$ cat config.mk
export PLATFORM = sky130hd
export DESIGN_NAME = decoder_flat
export DESIGN_NICKNAME = d
export VERILOG_FILES = /design/src/rtl/decoder_if.sv /design/src/rtl/decoder.sv /design/src/flat_wrapper.sv
export SDC_FILE = /design/constraint.sdc
export NUM_CORES = 1
export LEC_CHECK = 0
export CAP_MARGIN = 30
export CELL_PAD_IN_SITES_DETAIL_PLACEMENT = 0
export CELL_PAD_IN_SITES_GLOBAL_PLACEMENT = 1
export CORE_ASPECT_RATIO = 1.25
export CORE_MARGIN = 5
export CORE_UTILIZATION = 33
export CTS_BUF_LIST = sky130_fd_sc_hd__clkbuf_4 sky130_fd_sc_hd__clkbuf_8 sky130_fd_sc_hd__clkbuf_16
export CTS_CLUSTER_DIAMETER = 60
export DETAILED_ROUTE_END_ITERATION = 6
export PLACE_DENSITY = 0.89
export SLEW_MARGIN = 25
export SYNTH_ARGS = -nofsm -noshare
export SYNTH_HDL_FRONTEND = slang
export SYNTH_SLANG_ARGS = --single-unit
$ cat constraint.sdc
create_clock -name clk -period 3.5 [get_ports clk]
set_clock_uncertainty 0.2 [all_clocks]
set_input_delay 0.525 -clock clk [delete_from_list [all_inputs] [get_ports clk]]
set_output_delay 0.525 -clock clk [all_outputs]
set_load 0.1 [all_outputs]
$ cat src/rtl/decoder_if.sv
// Bus bundle between the instruction decoder and its neighbours: PC/fetch,
// register file, ALU, data SRAM and LCD driver.
interface decoder_if;
   logic       cmd_start;
   logic [7:0] instr_byte;
   logic [7:0] operand1;
   logic [7:0] operand2;
   logic       lcd_done;
   logic [7:0] reg_a;
   logic [7:0] reg_b;
   logic [7:0] reg_c;
   logic [7:0] reg_d;
   logic [7:0] reg_flags;
   logic [7:0] res;
   logic [7:0] sram_rd_data;

   logic       pc_hlt;
   logic       jmp_en;
   logic [8:0] jmp_addr;
   logic [1:0] instr_size;
   logic [7:0] sram_addr;
   logic       sram_rd_en;
   logic       sram_wr_en;
   logic [7:0] sram_wr_data;
   logic [7:0] lcd_data;
   logic [7:0] data_loc;
   logic       loc_req;
   logic       strt;
   logic [7:0] reg_wr_data;
   logic [1:0] reg_wr_addr;
   logic       reg_wr_en;
   logic [2:0] alu_inst;
   logic [7:0] op_1;
   logic [7:0] op_2;

   modport master (
      input  cmd_start, instr_byte, operand1, operand2, lcd_done,
             reg_a, reg_b, reg_c, reg_d, reg_flags, res, sram_rd_data,
      output pc_hlt, jmp_en, jmp_addr, instr_size, sram_addr, sram_rd_en,
             sram_wr_en, sram_wr_data, lcd_data, data_loc, loc_req, strt,
             reg_wr_data, reg_wr_addr, reg_wr_en, alu_inst, op_1, op_2
   );

   modport slave (
      output cmd_start, instr_byte, operand1, operand2, lcd_done,
             reg_a, reg_b, reg_c, reg_d, reg_flags, res, sram_rd_data,
      input  pc_hlt, jmp_en, jmp_addr, instr_size, sram_addr, sram_rd_en,
             sram_wr_en, sram_wr_data, lcd_data, data_loc, loc_req, strt,
             reg_wr_data, reg_wr_addr, reg_wr_en, alu_inst, op_1, op_2
   );
endinterface

$ cat src/rtl/decoder.sv
// Instruction decode/execute controller of the 8-bit CPU: samples one
// instruction per cmd_start and drives register, SRAM, ALU, jump and LCD control.
module decoder (
   input  logic      clk,
   input  logic      sys_rst,
   decoder_if.master bus
);

   typedef enum logic [2:0] {IDLE, FETCH, EXEC, MEM, ALUWB, LCDW, DONE} state_t;

   state_t     state_q;
   logic [7:0] instr_q;
   logic       pc_hlt_q;
   logic       jmp_en_q;
   logic [8:0] jmp_addr_q;
   logic [1:0] instr_size_q;
   logic [7:0] sram_addr_q;
   logic       sram_rd_en_q;
   logic       sram_wr_en_q;
   logic [7:0] sram_wr_data_q;
   logic [7:0] lcd_data_q;
   logic [7:0] data_loc_q;
   logic       loc_req_q;
   logic       strt_q;
   logic [7:0] reg_wr_data_q;
   logic [1:0] reg_wr_addr_q;
   logic       reg_wr_en_q;
   logic [2:0] alu_inst_q;
   logic [7:0] op_1_q;
   logic [7:0] op_2_q;

   logic [7:0] rd_val;
   logic [7:0] rs_val;
   logic       unused_bits;

   function automatic logic [7:0] reg_sel(input logic [1:0] idx,
                                          input logic [7:0] a, b, c, d);
      case (idx)
         2'd0:    reg_sel = a;
         2'd1:    reg_sel = b;
         2'd2:    reg_sel = c;
         default: reg_sel = d;
      endcase
   endfunction

   function automatic logic [1:0] size_of(input logic [7:0] ins);
      if (ins[7]) size_of = 2'd1;
      else begin
         case (ins[6:4])
            3'd1, 3'd2, 3'd3, 3'd5: size_of = 2'd2;
            3'd4:                   size_of = 2'd3;
            default:                size_of = 2'd1;
         endcase
      end
   endfunction

   // Jump condition: 0 always, 1 Z, 2 C, 3 N.
   function automatic logic cond_true(input logic [1:0] cond, input logic [2:0] flags);
      case (cond)
         2'd0:    cond_true = 1'b1;
         2'd1:    cond_true = flags[0];
         2'd2:    cond_true = flags[1];
         default: cond_true = flags[2];
      endcase
   endfunction

   always_comb begin
      rd_val = reg_sel(bus.instr_byte[3:2], bus.reg_a, bus.reg_b, bus.reg_c, bus.reg_d);
      rs_val = reg_sel(bus.instr_byte[1:0], bus.reg_a, bus.reg_b, bus.reg_c, bus.reg_d);
   end

   assign unused_bits = ^{bus.operand2[7:1], bus.reg_flags[7:3]};

   always_ff @(posedge clk or posedge sys_rst) begin
      if (sys_rst) begin
         state_q        <= IDLE;
         instr_q        <= '0;
         pc_hlt_q       <= 1'b0;
         jmp_en_q       <= 1'b0;
         jmp_addr_q     <= '0;
         instr_size_q   <= '0;
         sram_addr_q    <= '0;
         sram_rd_en_q   <= 1'b0;
         sram_wr_en_q   <= 1'b0;
         sram_wr_data_q <= '0;
         lcd_data_q     <= '0;
         data_loc_q     <= '0;
         loc_req_q      <= 1'b0;
         strt_q         <= 1'b0;
         reg_wr_data_q  <= '0;
         reg_wr_addr_q  <= '0;
         reg_wr_en_q    <= 1'b0;
         alu_inst_q     <= '0;
         op_1_q         <= '0;
         op_2_q         <= '0;
      end else begin
         // Strobes are single-cycle unless re-asserted below.
         jmp_en_q     <= 1'b0;
         sram_rd_en_q <= 1'b0;
         sram_wr_en_q <= 1'b0;
         strt_q       <= 1'b0;
         loc_req_q    <= 1'b0;
         reg_wr_en_q  <= 1'b0;

         case (state_q)
            IDLE:  if (bus.cmd_start && !pc_hlt_q) state_q <= FETCH;
            FETCH: state_q <= EXEC;
            EXEC: begin
               instr_q      <= bus.instr_byte;
               instr_size_q <= size_of(bus.instr_byte);
               state_q      <= DONE;
               if (bus.instr_byte[7]) begin
                  op_1_q     <= rd_val;
                  op_2_q     <= rs_val;
                  alu_inst_q <= bus.instr_byte[6:4];
                  state_q    <= ALUWB;
               end else begin
                  case (bus.instr_byte[6:4])
                     3'd0: begin
                        reg_wr_addr_q <= bus.instr_byte[3:2];
                        reg_wr_data_q <= rs_val;
                        reg_wr_en_q   <= 1'b1;
                     end
                     3'd1: begin
                        reg_wr_addr_q <= bus.instr_byte[3:2];
                        reg_wr_data_q <= bus.operand1;
                        reg_wr_en_q   <= 1'b1;
                     end
                     3'd2: begin
                        sram_addr_q   <= bus.operand1;
                        sram_rd_en_q  <= 1'b1;
                        reg_wr_addr_q <= bus.instr_byte[3:2];
                        state_q       <= MEM;
                     end
                     3'd3: begin
                        sram_addr_q    <= bus.operand1;
                        sram_wr_data_q <= rd_val;
                        sram_wr_en_q   <= 1'b1;
                     end
                     3'd4: begin
                        jmp_addr_q <= {bus.operand2[0], bus.operand1};
                        jmp_en_q   <= cond_true(bus.instr_byte[1:0], bus.reg_flags[2:0]);
                     end
                     3'd5: begin
                        lcd_data_q <= rd_val;
                        data_loc_q <= bus.operand1;
                        strt_q     <= 1'b1;
                        loc_req_q  <= bus.instr_byte[0];
                        state_q    <= LCDW;
                     end
                     3'd7: if (bus.instr_byte[3:0] == 4'hF) pc_hlt_q <= 1'b1;
                     default: ;
                  endcase
               end
            end
            MEM: begin
               reg_wr_data_q <= bus.sram_rd_data;
               reg_wr_en_q   <= 1'b1;
               state_q       <= DONE;
            end
            ALUWB: begin
               reg_wr_addr_q <= instr_q[3:2];
               reg_wr_data_q <= bus.res;
               reg_wr_en_q   <= 1'b1;
               state_q       <= DONE;
            end
            LCDW: if (bus.lcd_done) state_q <= DONE;
            // Wait for cmd_start to drop so a held request runs only once.
            DONE: if (!bus.cmd_start) state_q <= IDLE;
            default: state_q <= IDLE;
         endcase
      end
   end

   assign bus.pc_hlt       = pc_hlt_q;
   assign bus.jmp_en       = jmp_en_q;
   assign bus.jmp_addr     = jmp_addr_q;
   assign bus.instr_size   = instr_size_q;
   assign bus.sram_addr    = sram_addr_q;
   assign bus.sram_rd_en   = sram_rd_en_q;
   assign bus.sram_wr_en   = sram_wr_en_q;
   assign bus.sram_wr_data = sram_wr_data_q;
   assign bus.lcd_data     = lcd_data_q;
   assign bus.data_loc     = data_loc_q;
   assign bus.loc_req      = loc_req_q;
   assign bus.strt         = strt_q;
   assign bus.reg_wr_data  = reg_wr_data_q;
   assign bus.reg_wr_addr  = reg_wr_addr_q;
   assign bus.reg_wr_en    = reg_wr_en_q;
   assign bus.alu_inst     = alu_inst_q;
   assign bus.op_1         = op_1_q;
   assign bus.op_2         = op_2_q;

endmodule

$ cat src/flat_wrapper.sv
// flat-port wrapper written by rule: the top's interface ports become plain ports
module decoder_flat 
  (clk, sys_rst, bus_cmd_start, bus_instr_byte, bus_operand1, bus_operand2, bus_lcd_done, bus_reg_a, bus_reg_b, bus_reg_c, bus_reg_d, bus_reg_flags, bus_res, bus_sram_rd_data, bus_pc_hlt, bus_jmp_en, bus_jmp_addr, bus_instr_size, bus_sram_addr, bus_sram_rd_en, bus_sram_wr_en, bus_sram_wr_data, bus_lcd_data, bus_data_loc, bus_loc_req, bus_strt, bus_reg_wr_data, bus_reg_wr_addr, bus_reg_wr_en, bus_alu_inst, bus_op_1, bus_op_2);
  decoder_if bus_i ();
  input  logic clk;
  input  logic sys_rst;
  input wire logic [$bits(bus_i.cmd_start)-1:0] bus_cmd_start;
  input wire logic [$bits(bus_i.instr_byte)-1:0] bus_instr_byte;
  input wire logic [$bits(bus_i.operand1)-1:0] bus_operand1;
  input wire logic [$bits(bus_i.operand2)-1:0] bus_operand2;
  input wire logic [$bits(bus_i.lcd_done)-1:0] bus_lcd_done;
  input wire logic [$bits(bus_i.reg_a)-1:0] bus_reg_a;
  input wire logic [$bits(bus_i.reg_b)-1:0] bus_reg_b;
  input wire logic [$bits(bus_i.reg_c)-1:0] bus_reg_c;
  input wire logic [$bits(bus_i.reg_d)-1:0] bus_reg_d;
  input wire logic [$bits(bus_i.reg_flags)-1:0] bus_reg_flags;
  input wire logic [$bits(bus_i.res)-1:0] bus_res;
  input wire logic [$bits(bus_i.sram_rd_data)-1:0] bus_sram_rd_data;
  output wire logic [$bits(bus_i.pc_hlt)-1:0] bus_pc_hlt;
  output wire logic [$bits(bus_i.jmp_en)-1:0] bus_jmp_en;
  output wire logic [$bits(bus_i.jmp_addr)-1:0] bus_jmp_addr;
  output wire logic [$bits(bus_i.instr_size)-1:0] bus_instr_size;
  output wire logic [$bits(bus_i.sram_addr)-1:0] bus_sram_addr;
  output wire logic [$bits(bus_i.sram_rd_en)-1:0] bus_sram_rd_en;
  output wire logic [$bits(bus_i.sram_wr_en)-1:0] bus_sram_wr_en;
  output wire logic [$bits(bus_i.sram_wr_data)-1:0] bus_sram_wr_data;
  output wire logic [$bits(bus_i.lcd_data)-1:0] bus_lcd_data;
  output wire logic [$bits(bus_i.data_loc)-1:0] bus_data_loc;
  output wire logic [$bits(bus_i.loc_req)-1:0] bus_loc_req;
  output wire logic [$bits(bus_i.strt)-1:0] bus_strt;
  output wire logic [$bits(bus_i.reg_wr_data)-1:0] bus_reg_wr_data;
  output wire logic [$bits(bus_i.reg_wr_addr)-1:0] bus_reg_wr_addr;
  output wire logic [$bits(bus_i.reg_wr_en)-1:0] bus_reg_wr_en;
  output wire logic [$bits(bus_i.alu_inst)-1:0] bus_alu_inst;
  output wire logic [$bits(bus_i.op_1)-1:0] bus_op_1;
  output wire logic [$bits(bus_i.op_2)-1:0] bus_op_2;
  assign bus_i.cmd_start = bus_cmd_start;
  assign bus_i.instr_byte = bus_instr_byte;
  assign bus_i.operand1 = bus_operand1;
  assign bus_i.operand2 = bus_operand2;
  assign bus_i.lcd_done = bus_lcd_done;
  assign bus_i.reg_a = bus_reg_a;
  assign bus_i.reg_b = bus_reg_b;
  assign bus_i.reg_c = bus_reg_c;
  assign bus_i.reg_d = bus_reg_d;
  assign bus_i.reg_flags = bus_reg_flags;
  assign bus_i.res = bus_res;
  assign bus_i.sram_rd_data = bus_sram_rd_data;
  assign bus_pc_hlt = bus_i.pc_hlt;
  assign bus_jmp_en = bus_i.jmp_en;
  assign bus_jmp_addr = bus_i.jmp_addr;
  assign bus_instr_size = bus_i.instr_size;
  assign bus_sram_addr = bus_i.sram_addr;
  assign bus_sram_rd_en = bus_i.sram_rd_en;
  assign bus_sram_wr_en = bus_i.sram_wr_en;
  assign bus_sram_wr_data = bus_i.sram_wr_data;
  assign bus_lcd_data = bus_i.lcd_data;
  assign bus_data_loc = bus_i.data_loc;
  assign bus_loc_req = bus_i.loc_req;
  assign bus_strt = bus_i.strt;
  assign bus_reg_wr_data = bus_i.reg_wr_data;
  assign bus_reg_wr_addr = bus_i.reg_wr_addr;
  assign bus_reg_wr_en = bus_i.reg_wr_en;
  assign bus_alu_inst = bus_i.alu_inst;
  assign bus_op_1 = bus_i.op_1;
  assign bus_op_2 = bus_i.op_2;
  decoder u_core (.clk(clk), .sys_rst(sys_rst), .bus(bus_i));
endmodule
### After elaboration in Yosys (flattened, before gate mapping)

Cells that the tools add are included.

| operators by class | value |
|---|---|
| bitwise operators | 1 |
| mux-type cells | 35 |
| reductions and logical operators | 22 |
| equality and inequality tests | 23 |

Operator list:

| kind | count |
|---|---|
| case mux 8 bit (3 select lines) | 3 |
| AND reduction 3 bit | 7 |
| == test 3 bit, second input constant | 6 |
| case mux 3 bit (6 select lines) | 1 |
| 2-to-1 mux 1 bit | 17 |
| case mux 8 bit (2 select lines) | 1 |
| == test 3 x 2 -> 1 bit, second input constant | 4 |
| 2-to-1 mux 3 bit | 4 |
| 2-to-1 mux 8 bit | 1 |
| != test 2 bit, second input constant | 4 |
| case mux 2 bit (2 select lines) | 2 |
| == test 3 x 1 -> 1 bit, second input constant | 2 |
| logical NOT 3 bit | 2 |
| 2-to-1 mux 2 bit | 3 |
| case mux 3 bit (2 select lines) | 1 |
| OR reduction 2 bit | 3 |
| == test 2 x 1 -> 1 bit, second input constant | 2 |
| == test 2 bit, second input constant | 2 |
| == test 4 bit, second input constant | 1 |
| logical NOT 2 bit | 2 |
| AND reduction 4 bit | 1 |
| OR reduction 4 bit | 1 |
| != test 3 bit, second input constant | 1 |
| case mux 1 bit (3 select lines) | 1 |
| other kinds (9) | 9 |

| word-level totals | value |
|---|---|
| input bits | 84 |
| bits in registers | 86 |
| output and inout port bits | 79 |

### Depth between registers and ports, before layout

Gate-level depths: netlist (run 1).

| logic depth | value |
|---|---|
| depth after elaboration | 5 |
| depth in mapped cells | 7 |
| gate-level depth less buffers | 4 |

### Least setup slack after synthesis (run 1)

OpenSTA, ideal clock, no wires.

| timing path | value |
|---|---|
| kind | input port to flip-flop |
| start point | input port bus_instr_byte[7] |
| end point | register u_core.data_loc_q[0] (netlist: u_core.bus.data_loc[0]) |
| stages on the path | 5 |
| path buffers | 2 |
| data arrival time | 1.985 ns |
| path slack | 1.189 ns |
| library setup time | 0.125 ns |
| cells stage by stage | or4b_1 > buf_2 > nor2_2 > buf_4 > mux2_2 |

| on the way | value |
|---|---|
| longest elaborated chain between the ends | 2 |

Ends and longest elaborated chain:

| what | RTL line | text |
|---|---|---|
| start: declaration | flat_wrapper.sv:8 | `input wire logic [$bits(bus_i.instr_byte)-1:0] bus_instr_byte;` |
| inverter 1 bit (no line) | - |  |
| AND reduction 3 bit (no line) | - |  |
| end signal: assignment | decoder.sv:146 | `data_loc_q <= bus.operand1;` |
| end: declaration | decoder.sv:22 | `logic [7:0] data_loc_q;` |

Every way passes these cells.
A chain may end at the register's enable or synchronous reset.

### Worst setup path after layout (run 1)

| timing path | value |
|---|---|
| start point | input port bus_instr_byte[5] |
| end point | register u_core.reg_wr_data_q[1] (netlist: u_core.bus.reg_wr_data[1]) |

| on the way | value |
|---|---|
| longest elaborated chain between the ends | 4 |
| elaborated cells on any way between the ends | 7 |
| classes of those cells | eq/ne: 2; mux: 3; reduce/logical: 2 |

Ends and longest elaborated chain:

| what | RTL line | text |
|---|---|---|
| == test 3 x 1 -> 1 bit or logical NOT 3 bit (tied branches) | decoder.sv:118 | `case (bus.instr_byte[6:4])` |
| case mux 8 bit (2 select lines) | decoder.sv:118 |  |
| 2-to-1 mux 8 bit | decoder.sv:112 | `if (bus.instr_byte[7]) begin` |
| case mux 8 bit (3 select lines) | decoder.sv:105 | `case (state_q)` |
| end signal: assignment | decoder.sv:121 | `reg_wr_data_q <= rs_val;` |
| end signal: assignment | decoder.sv:126 | `reg_wr_data_q <= bus.operand1;` |
| end signal: assignment | decoder.sv:157 | `reg_wr_data_q <= bus.sram_rd_data;` |
| end: declaration | decoder.sv:25 | `logic [7:0] reg_wr_data_q;` |

Several ways; a longest one is shown, not always the timed one. The select of a mux whose other input is x is not followed.

==> impl_results.md, run 1 <==
- Status: complete, no violations
- Mapped Avg Cell Area: 14.1 um^2
- Post-detailed-route DRC marker count: 0
- Gr usage total: 16.0%
- First-pass GRT wire length: 17,400 um
- Die W: 107 um
- Most frequent cells in the layout: 136 x clkdlybuf4s50_1, 84 x dfrtp_1, 57 x mux2_2
- Core area: 11,600 um^2
- Clk_lat worst skew: 0.33 ns
- Clock Tree Buf Depth: 2
- Largest net degree at the start of global routing: 85
- Post-Syn Nets: 359
- Crit path kind: in -> reg
- WL/cell: 19.3 um
- DP HPWL: 8340 um
- M1 WL: 4590 um
- Met3 Routed Length: 782 um
- Arrival @ worst endpoint: 2.67 ns
- Final Max Slew Viols: 0
- Critical-path maximum fanout: 11
- Die H: 131 um
- Area leader, netlist: dfrtp_1
- Fin. Hold Viols: 0
- Initial antenna violation count: 0
- Yosys reg bits: 84
- Post-layout min period: 2.61 ns
- Worst EP required: 3.55 ns
- Setup TNS: 0 ns
- Fmax: 383 MHz
- Htree depth: 3
- CTS Buf Count: 9
- Nets: 509
- Root Buffer: clkbuf_16
- Slew Limit Headroom: 31.8%
- Yosys top cell area share: 54.1%
- Commonest non-fill, non-tap cell in the layout: clkdlybuf4s50_1
- Worst-Margin Slew: 1.02 ns
- Final wirelength: 11,000 um
- Post-synth cell types: 40
- Layout cells sized above 1: 29.3%
- Post-synthesis sequential area ratio: 54.1%
- Detail Route Antenna Nets: 0
- Grt ovf: 0
- Post-CTS Resized: 0
- Endpoint class of the critical path: flip-flop
- Hold Crit Class: reg -> reg
- Gpl congestion: 0.806
- Final setup vio count: 0
- DRT Pass-1 Iters: 5
- Vias per cell: 5.11
- Ranking of synthesized cells by area: dfrtp_1 54%, mux2_2 17%, mux4_2 9.3%, mux2_4 3.5%, a222oi_1 2.1%
- Metal2 WL: 5450 um
- DR vias: 2,904
- Diodes inserted: 0
- I/O pins: 163
- FP Rows: 44
- Clk slew on worst S/H paths: 0.06 ns
- Hold-fix buffers at CTS: 0
- CTS tree: yes
- Initial core utilization: 33.6%
- Clk sinks: 84
- CP Launch Type: input pin
- Synthesized area: 3880 um^2
- Post-Synthesis Cells: 275
- Post-CTS Setup Repair Bufs: 0
- DRT iter0 DRCs: 102
- Port bufs: 150
- Vias in the first global route: 3,111
- P&R area growth vs syn: 49.9%
- Max Used Layer: met4
- Tcrit/Tclk final: 74.7%
- Die area: 14,000 um^2
- Max Cap Viol: 0
- RSZ-0062 raised after global routing: false
- Ys Warns: 0
## stage by stage
| step | cell area [um^2] | utilization [%] | instances | setup WS [ns] | hold WS, ns |
|---|---|---|---|---|---|
| floorplan | 3880 | - | 275 | 0.610 | 0.275 |
| global placement | 5510 | 47.7 | 552 | 0.588 | 0.286 |
| detailed placement | 5510 | 47.7 | 552 | 0.522 | 0.292 |
| CTS | 5820 | 50.3 | 568 | 0.877 | 0.306 |
| global route | 5820 | 50.3 | 568 | 0.720 | 0.319 |
| finish | 5820 | 50.3 | 568 | 0.887 | 0.305 |
## final timing paths
check                                    from                         to  slack [ns]  cells past startpoint
max                         bus_instr_byte[5]  u_core.bus.reg_wr_data[1]        0.89                      5
min                        u_core.bus.op_2[5]         u_core.bus.op_2[5]        0.31                      1
max reg2reg                 u_core.state_q[2]  u_core.bus.reg_wr_data[1]        1.02                      5
max in group asynchronous             sys_rst    u_core.bus.sram_addr[4]        2.29                      3
min reg2reg                u_core.bus.op_2[5]         u_core.bus.op_2[5]        0.31                      1
min in group asynchronous             sys_rst     u_core.bus.data_loc[7]        0.38                      3
## worst max-delay path: stages
cell and delay, ns:
clkdlybuf4s50_1 0.59, nand2b_1 0.28, nor4_2 0.81, a222oi_1 0.22
a31oi_1 0.23
## routing by layer
layer	track usage (%)	vias to the layer above
met1	20.0	1445
met3	5.15	12
met4	5.26	0
met2	26.3	116
li1	-	1331
met5	0	-
## synth_stat cells
library cell,number
a211oi_1,1
a21oi_1,5
a222oi_1,8
a311o_1,1
a311oi_1,1
a31oi_1,10
and2_1,2
and3b_1,1
buf_1,1
buf_2,4
buf_4,2
buf_6,2
clkbuf_1,9
clkbuf_2,1
dfrtp_1,84
inv_1,9
mux2_2,57
mux2_4,9
mux2i_1,1
mux4_2,16
nand2_1,12
nand2b_1,3
nand3_1,1
nand3_2,1
nand3b_1,1
nand4_1,1
nor2_1,11
nor2_2,1
nor2b_1,1
nor3_1,4
nor3b_1,3
nor4_2,1
nor4b_1,1
o211ai_1,1
o21ai_0,4
o311ai_0,1
o41ai_1,1
or4_1,1
or4_4,1
or4b_1,1
## cell type report
class	count	area (um^2)
Multi-Input combinational cell	163	1650
Sequential cell	84	2100
Fill cell	1026	5740
Clock buffer	12	260
Timing Repair Buffer	158	1550
Clock inverter	4	47.5
Inverter	9	35.0
Tap cell	138	173
## cell families after synthesis
family                 synth area share, %
muxes                                 29.6
AOI/OAI and AO/OA                     6.16
DFF                                   54.1
buffers and inverters                 3.45
and+or+nand+nor                       6.70
## sequential cells by signal (all words and copies together) (netlist names), 2 cells and up
name,cells
u_core.bus.data_loc,8
u_core.bus.sram_wr_data,8
u_core.bus.sram_addr,8
u_core.bus.reg_wr_addr,2
u_core.instr_q,2
u_core.bus.jmp_addr,9
u_core.bus.op_2,8
u_core.bus.instr_size,2
u_core.bus.op_1,8
u_core.bus.reg_wr_data,8
u_core.bus.alu_inst,3
u_core.bus.lcd_data,8
u_core.state_q,3
Power of run 1 is left out: the tool's default activity adds up to more than one toggle a clock period on the data nets, which glitch-free logic cannot reach.
==> run 2: changes to the inputs <==
clock period = 2.5 ns   (was 3.5 ns; I/O delays follow)
==> run 2 against run 1 <==
Routed wire length rose by 1.9%. Critical endpoint is now u_core.bus.jmp_addr[3]. Critical path type unchanged. Final area rose by 0.99%. Die area did not move. Cell count rose by 3.2%. Critical path depth fell by 1.
==> impl_results.md, run 2 (synthesis gave the netlist of run 1 again) <==
- Worst-Margin Slew: 0.565 ns (-0.456 ns)
- Arrival @ worst endpoint: 2.24 ns (-0.43 ns)
- Clk slew on worst S/H paths: 0.06 ns (about the same)
- Detail Route Antenna Nets: 0 (unchanged)
- CP Launch Type: input pin
- I/O pins: 163 (unchanged)
- Clock Tree Buf Depth: 2 (unchanged)
- Vias in the first global route: 3,261 (+4.8%)
- CTS tree: yes
- Layout cells sized above 1: 46.7% (+17 points)
- Final wirelength: 11,200 um (+1.9%)
- FP Rows: 44 (unchanged)
- CTS Buf Count: 9 (unchanged)
- P&R area growth vs syn: 51.4%
- Tcrit/Tclk final: 89.2%
- Gpl congestion: 0.840 (+4.3%)
- Die area: 14,000 um^2 (unchanged)
- Commonest non-fill, non-tap cell in the layout: buf_4
- Core area: 11,600 um^2 (unchanged)
- Delay-heaviest family, CP: simple AND/OR/NAND/NOR gates
- Endpoint class of the critical path: flip-flop
- CP bufs+invs: 1 (unchanged)
- Port bufs: 150 (unchanged)
- Status: complete, no violations
- Vias per cell: 5.05 (-1.2%)
- Crit path kind: in -> reg
- Post-detailed-route DRC marker count: 0 (unchanged)
- Multi-input gate area: 1650 um^2 (unchanged)
- Final Max Slew Viols: 0 (unchanged)
- Critical-path cell list: clkdlybuf4s50_1 -> or4b_1 -> or4_4 -> mux2_4
- Fill cells: 1,014 (-1.2%)
- DRT iter0 DRCs: 144 (+41%)
- Post-route setup slack: 0.271 ns (-0.616 ns)
- WL/cell: 19.1 um (-1.2%)
- Post-layout min period: 2.23 ns
- Die W: 107 um (unchanged)
- Initial antenna violation count: 0 (unchanged)
- Critical Path Max Stage Delay: 0.59 ns (-0.22 ns)
- Post-CTS Resized: 0 (unchanged)
- Setup WS pre-CTS: -0.0833 ns (-0.606 ns)
- Most frequent cells in the layout: 100 x buf_4, 84 x dfrtp_1, 71 x clkdlybuf4s50_1
- DP HPWL: 8530 um (+2.3%)
- Largest net degree at the start of global routing: 85 (unchanged)
- DRT Pass-1 Iters: 5 (unchanged)
- First-pass GRT wire length: 17,500 um (+1.1%)
- Diodes inserted: 0 (unchanged)
- Die H: 131 um (unchanged)
- Worst EP required: 2.51 ns (-1.04 ns)
- Grt ovf: 0 (unchanged)
- Critical-path maximum fanout: 10 (-1)
- Final setup vio count: 0 (unchanged)
- Fmax: 449 MHz
- Max Cap Viol: 0 (unchanged)
- Root Buffer: clkbuf_16
- Post-CTS Setup Repair Bufs: 0 (unchanged)
- Hold-fix buffers at CTS: 0 (unchanged)
- Nets: 527 (+3.5%)
- Max FFs per register: 9 (unchanged)
- Slowest-stage cell, CP: or4_4
- Gr usage total: 16.2% (+0.22 points)
- Clk sinks: 84 (unchanged)
- DR vias: 2,960 (+1.9%)
- RSZ-0062 raised after global routing: false
- Hold Crit Class: in -> async
- Initial core utilization: 33.6% (unchanged)
- Slew Limit Headroom: 61.8% (+30 points)
- FF+latch area: 2100 um^2 (unchanged)
- Clk_lat worst skew: 0.33 ns (about the same)
- Htree depth: 3 (unchanged)
- Fin. Hold Viols: 0 (unchanged)
run 2: worst register-to-register path, delay by kind of cell, from the launching register on:
family           cells  cell delay [ns]
DFF                  1             0.39
and+or+nand+nor      2             1.14
muxes                1             0.35
run 2: area by class of cell:
class	instances	area share, %
tap	138	2.94
clock buffer	11	4.19
inverter	9	0.639
sequential	84	35.8
multi-input combinational	163	28.1
clock inverter	5	1.81
timing repair buffer	176	26.6
run 2: per-layer routing:
layer / vias up / routed length, um / track usage (%)
met5: - / 0 / 0
met4: 0 / 238 / 6.68
met3: 13 / 724 / 3.73
met2: 109 / 5700 / 28.0
met1: 1460 / 4510 / 19.3
li1: 1378 / - / -
run 2: per-stage QoR:
step	utilization [%]	instance area (um^2)	setup TNS (ns)	std cells	hold WS [ns]
2_1_floorplan	-	3890	0	275	0.275
3_3_place_gp	47.8	5530	-1.50	570	0.286
3_5_place_dp	47.8	5530	-1.87	570	0.294
4_1_cts	50.8	5880	0	586	0.310
5_1_grt	50.8	5880	0	586	0.324
6_report	50.8	5880	0	586	0.307
run 2: path summary, 6_finish.rpt:
check	cells after the start	slack (ns)	end	startpoint
hold / removal	3	0.31	u_core.bus.jmp_addr[1]	sys_rst
hold reg to reg	1	0.31	u_core.bus.lcd_data[5]	u_core.bus.lcd_data[5]
setup / recovery	4	0.27	u_core.bus.jmp_addr[3]	bus_instr_byte[7]
max in group asynchronous	3	1.44	u_core.bus.op_2[0]	sys_rst
min in group clk	1	0.31	u_core.bus.lcd_data[5]	u_core.bus.lcd_data[5]
setup reg to reg	3	0.32	u_core.bus.jmp_addr[3]	u_core.state_q[2]
Power of run 2 is left out for the same reason.
==> run 3: changes to the inputs <==
ABC_AREA = 1   (was not set)
CORE_UTILIZATION = 30   (was 33)
PLACE_DENSITY = 0.88   (was 0.89)
clock period = 2.54 ns   (was 2.5 ns; I/O delays follow)
==> run 3 against run 2 <==
Die area is 11% higher. Worst setup slack better by 0.24 ns. Final area shrank 0.60%. Critical path type is now reg -> reg. Critical endpoint is now u_core.bus.sram_wr_data[3]. Largest cell class unchanged.
==> impl_results.md, run 3 <==
- Post-CTS Resized: 0 (unchanged)
- Worst R2R End: u_core.bus.sram_wr_data[3]
- Detail Route Antenna Nets: 0 (unchanged)
- Ys Warns: 0 (unchanged)
- Vias in the first global route: 4,004 (+23%)
- Clk slew on worst S/H paths: 0.06 ns (about the same)
- Crit path kind: reg -> reg
- Most frequent cells in the layout: 134 x nand2_1, 87 x buf_4, 84 x dfrtp_1
- Largest net degree at the start of global routing: 85 (unchanged)
- Post-CTS Setup Repair Bufs: 0 (unchanged)
- Placed Area: 5510 um^2 (-0.32%)
- List of most frequent post-synthesis cells: 134 x nand2_1, 84 x dfrtp_1, 51 x o21ai_0
- I/O pins: 163 (unchanged)
- Post-Synthesis Cells: 489 (+78%)
- Fmax: 494 MHz
- Initial antenna violation count: 0 (unchanged)
- FP Rows: 47 (+6.8%)
- Initial core utilization: 30.2% (-3.3 points)
- Final instance area: 5840 um^2 (-0.60%)
- Clock Tree Buf Depth: 2 (unchanged)
- Worst EP required: 2.55 ns (+0.04 ns)
- Final Hold Slack: 0.286 ns (-0.0210 ns)
- Post-synth ARST share: 100% (unchanged)
- Clk_lat worst skew: 0.34 ns (about the same)
- DR vias: 3,874 (+31%)
- Die W: 113 um (+5.4%)
- Die H: 139 um (+5.5%)
- CTS Buf Count: 9 (unchanged)
- Final Max Slew Viols: 0 (unchanged)
- Worst-Margin Slew: 0.543 ns (-0.0219 ns)
- Tcrit/Tclk final: 79.7%
- Final setup vio count: 0 (unchanged)
- Commonest non-fill, non-tap cell in the layout: nand2_1
- Hold Crit Class: reg -> reg
- Critical-path maximum fanout: 17 (+7)
- Vias per cell: 4.72 (-6.5%)
- Setup TNS: 0 ns (unchanged)
- Hold-fix buffers at CTS: 0 (unchanged)
- Diodes inserted: 0 (unchanged)
- Ranking of synthesized cells by area: dfrtp_1 53%, nand2_1 13%, o21ai_0 6.4%, nand3_1 4.7%, a21oi_1 4.5%
- RSZ-0062 raised after global routing: false
- WHS Path Cells: 2
- Fill cells: 1,312 (+29%)
- Slew Limit Headroom: 63.7% (+1.9 points)
- Area leader, netlist: dfrtp_1
- Port bufs: 150 (unchanged)
- Synthesized area: 3970 um^2 (+2.2%)
- Arrival @ worst endpoint: 2.03 ns (-0.21 ns)
- Synth Flop Type: dfrtp_1
- Mapped Avg Cell Area: 8.11 um^2 (-43%)
- Yosys top cell area share: 53.0% (-1.1 points)
- Post-Syn Nets: 573 (+60%)
- R2R cell count: 6 (+3)
- DRT iter0 DRCs: 245 (+70%)
- Gr usage total: 17.6% (+1.4 points)
- Hold EP: u_core.bus.sram_addr[4]
- Fin. Hold Viols: 0 (unchanged)
- Gpl congestion: 0.841 (+0.13%)
- Post-synth cell types: 26 (-35%)
- Worst hold start: u_core.bus.sram_addr[4]
- R2r setup slk: 0.51 ns (+0.19 ns)
- Grt ovf: 0 (unchanged)
- DP HPWL: 10,600 um (+24%)
- Nets: 728 (+38%)
- P&R area growth vs syn: 47.3%
- Max FFs per register: 9 (unchanged)
- Post-detailed-route DRC marker count: 0 (unchanged)
- Yosys reg bits: 84 (unchanged)
- RR Startpoint: u_core.state_q[2]
- CP Launch Type: flip-flop
- Max Cap Viol: 0 (unchanged)
- Final wirelength: 13,600 um (+21%)
- CTS tree: yes
- Post-synthesis sequential area ratio: 53.0% (-1.1 points)
- Clk sinks: 84 (unchanged)
- DRT Pass-1 Iters: 4 (-1)
- Htree depth: 3 (unchanged)
- Endpoint class of the critical path: flip-flop
- Die area: 15,600 um^2 (+11%)
- Core area: 13,100 um^2 (+13%)
- Post-layout min period: 2.03 ns
- Post-synth EDFFs: 0 (unchanged)
- Root Buffer: clkbuf_16
- WL/cell: 16.5 um (-13%)
- Status: complete, no violations
- Layout cells sized above 1: 19.1% (-28 points)
- Most frequent cell after synthesis: nand2_1
- First-pass GRT wire length: 21,600 um (+23%)
run 3: changes by cell type in the layout (fill, tap and decap cells not counted), moves of 20 or more:
cell,change
a21oi_1,+31
nand3_1,+36
nand2_1,+122
nor2_1,+20
o21ai_0,+47
inv_1,+33
mux2_2,-57
run 3: per-stage QoR:
stage / instances / util, % / setup WS [ns]
floorplan: 489 / - / 0.838
global route: 820 / 44.6 / 0.289
global placement: 804 / 42.0 / 0.258
CTS: 820 / 44.6 / 0.496
detailed placement: 804 / 42.0 / 0.252
finish: 820 / 44.6 / 0.515
run 3: cell families after synthesis:
group	after synthesis	share of synthesized area, %
AND/OR/NAND/NOR	225	24.7
AO/OA/AOI/OAI	116	15.7
flip-flops	84	53.0
buffers and inverters	64	6.56
run 3: critical path, cell delays in order, from the launching register on:
cell	delay (ns)
dfrtp_1	0.54
inv_2	0.16
nand3_2	0.20
nor2_4	0.24
nand3_2	0.32
nand2_1	0.14
o21ai_0	0.09
run 3: cell type report:
cell class | count | area, um^2 | area share (%)
Sequential cell | 84 | 2100 | 36.0
Multi-Input combinational cell | 341 | 1600 | 27.5
Timing Repair Buffer | 160 | 1400 | 24.0
Clock buffer | 10 | 239 | 4.09
Tap cell | 171 | 214 | 3.66
Inverter | 48 | 184 | 3.15
Clock inverter | 6 | 96.3 | 1.65
run 3: worst max-delay path by stage:
stage                     cells after the start                         end              start
after detailed placement                      7   u_core.bus.reg_wr_data[6]  bus_instr_byte[1]
after floorplan                               5           u_core.state_q[1]  u_core.bus.pc_hlt
after global routing                          5  u_core.bus.sram_wr_data[0]  u_core.state_q[2]
final                                         6  u_core.bus.sram_wr_data[3]  u_core.state_q[2]
after CTS                                     6  u_core.bus.sram_wr_data[3]  u_core.state_q[2]
after global placement                        7   u_core.bus.reg_wr_data[6]  bus_instr_byte[1]
run 3: layer usage:
layer,vias to the layer above,track usage (%),share of wire [%]
li1,1929,-,-
met5,-,0,0
met1,1805,21.6,41
met3,19,4.45,6.7
met2,121,29.9,50
met4,0,6.08,2.3
Power of run 3 is left out for the same reason.
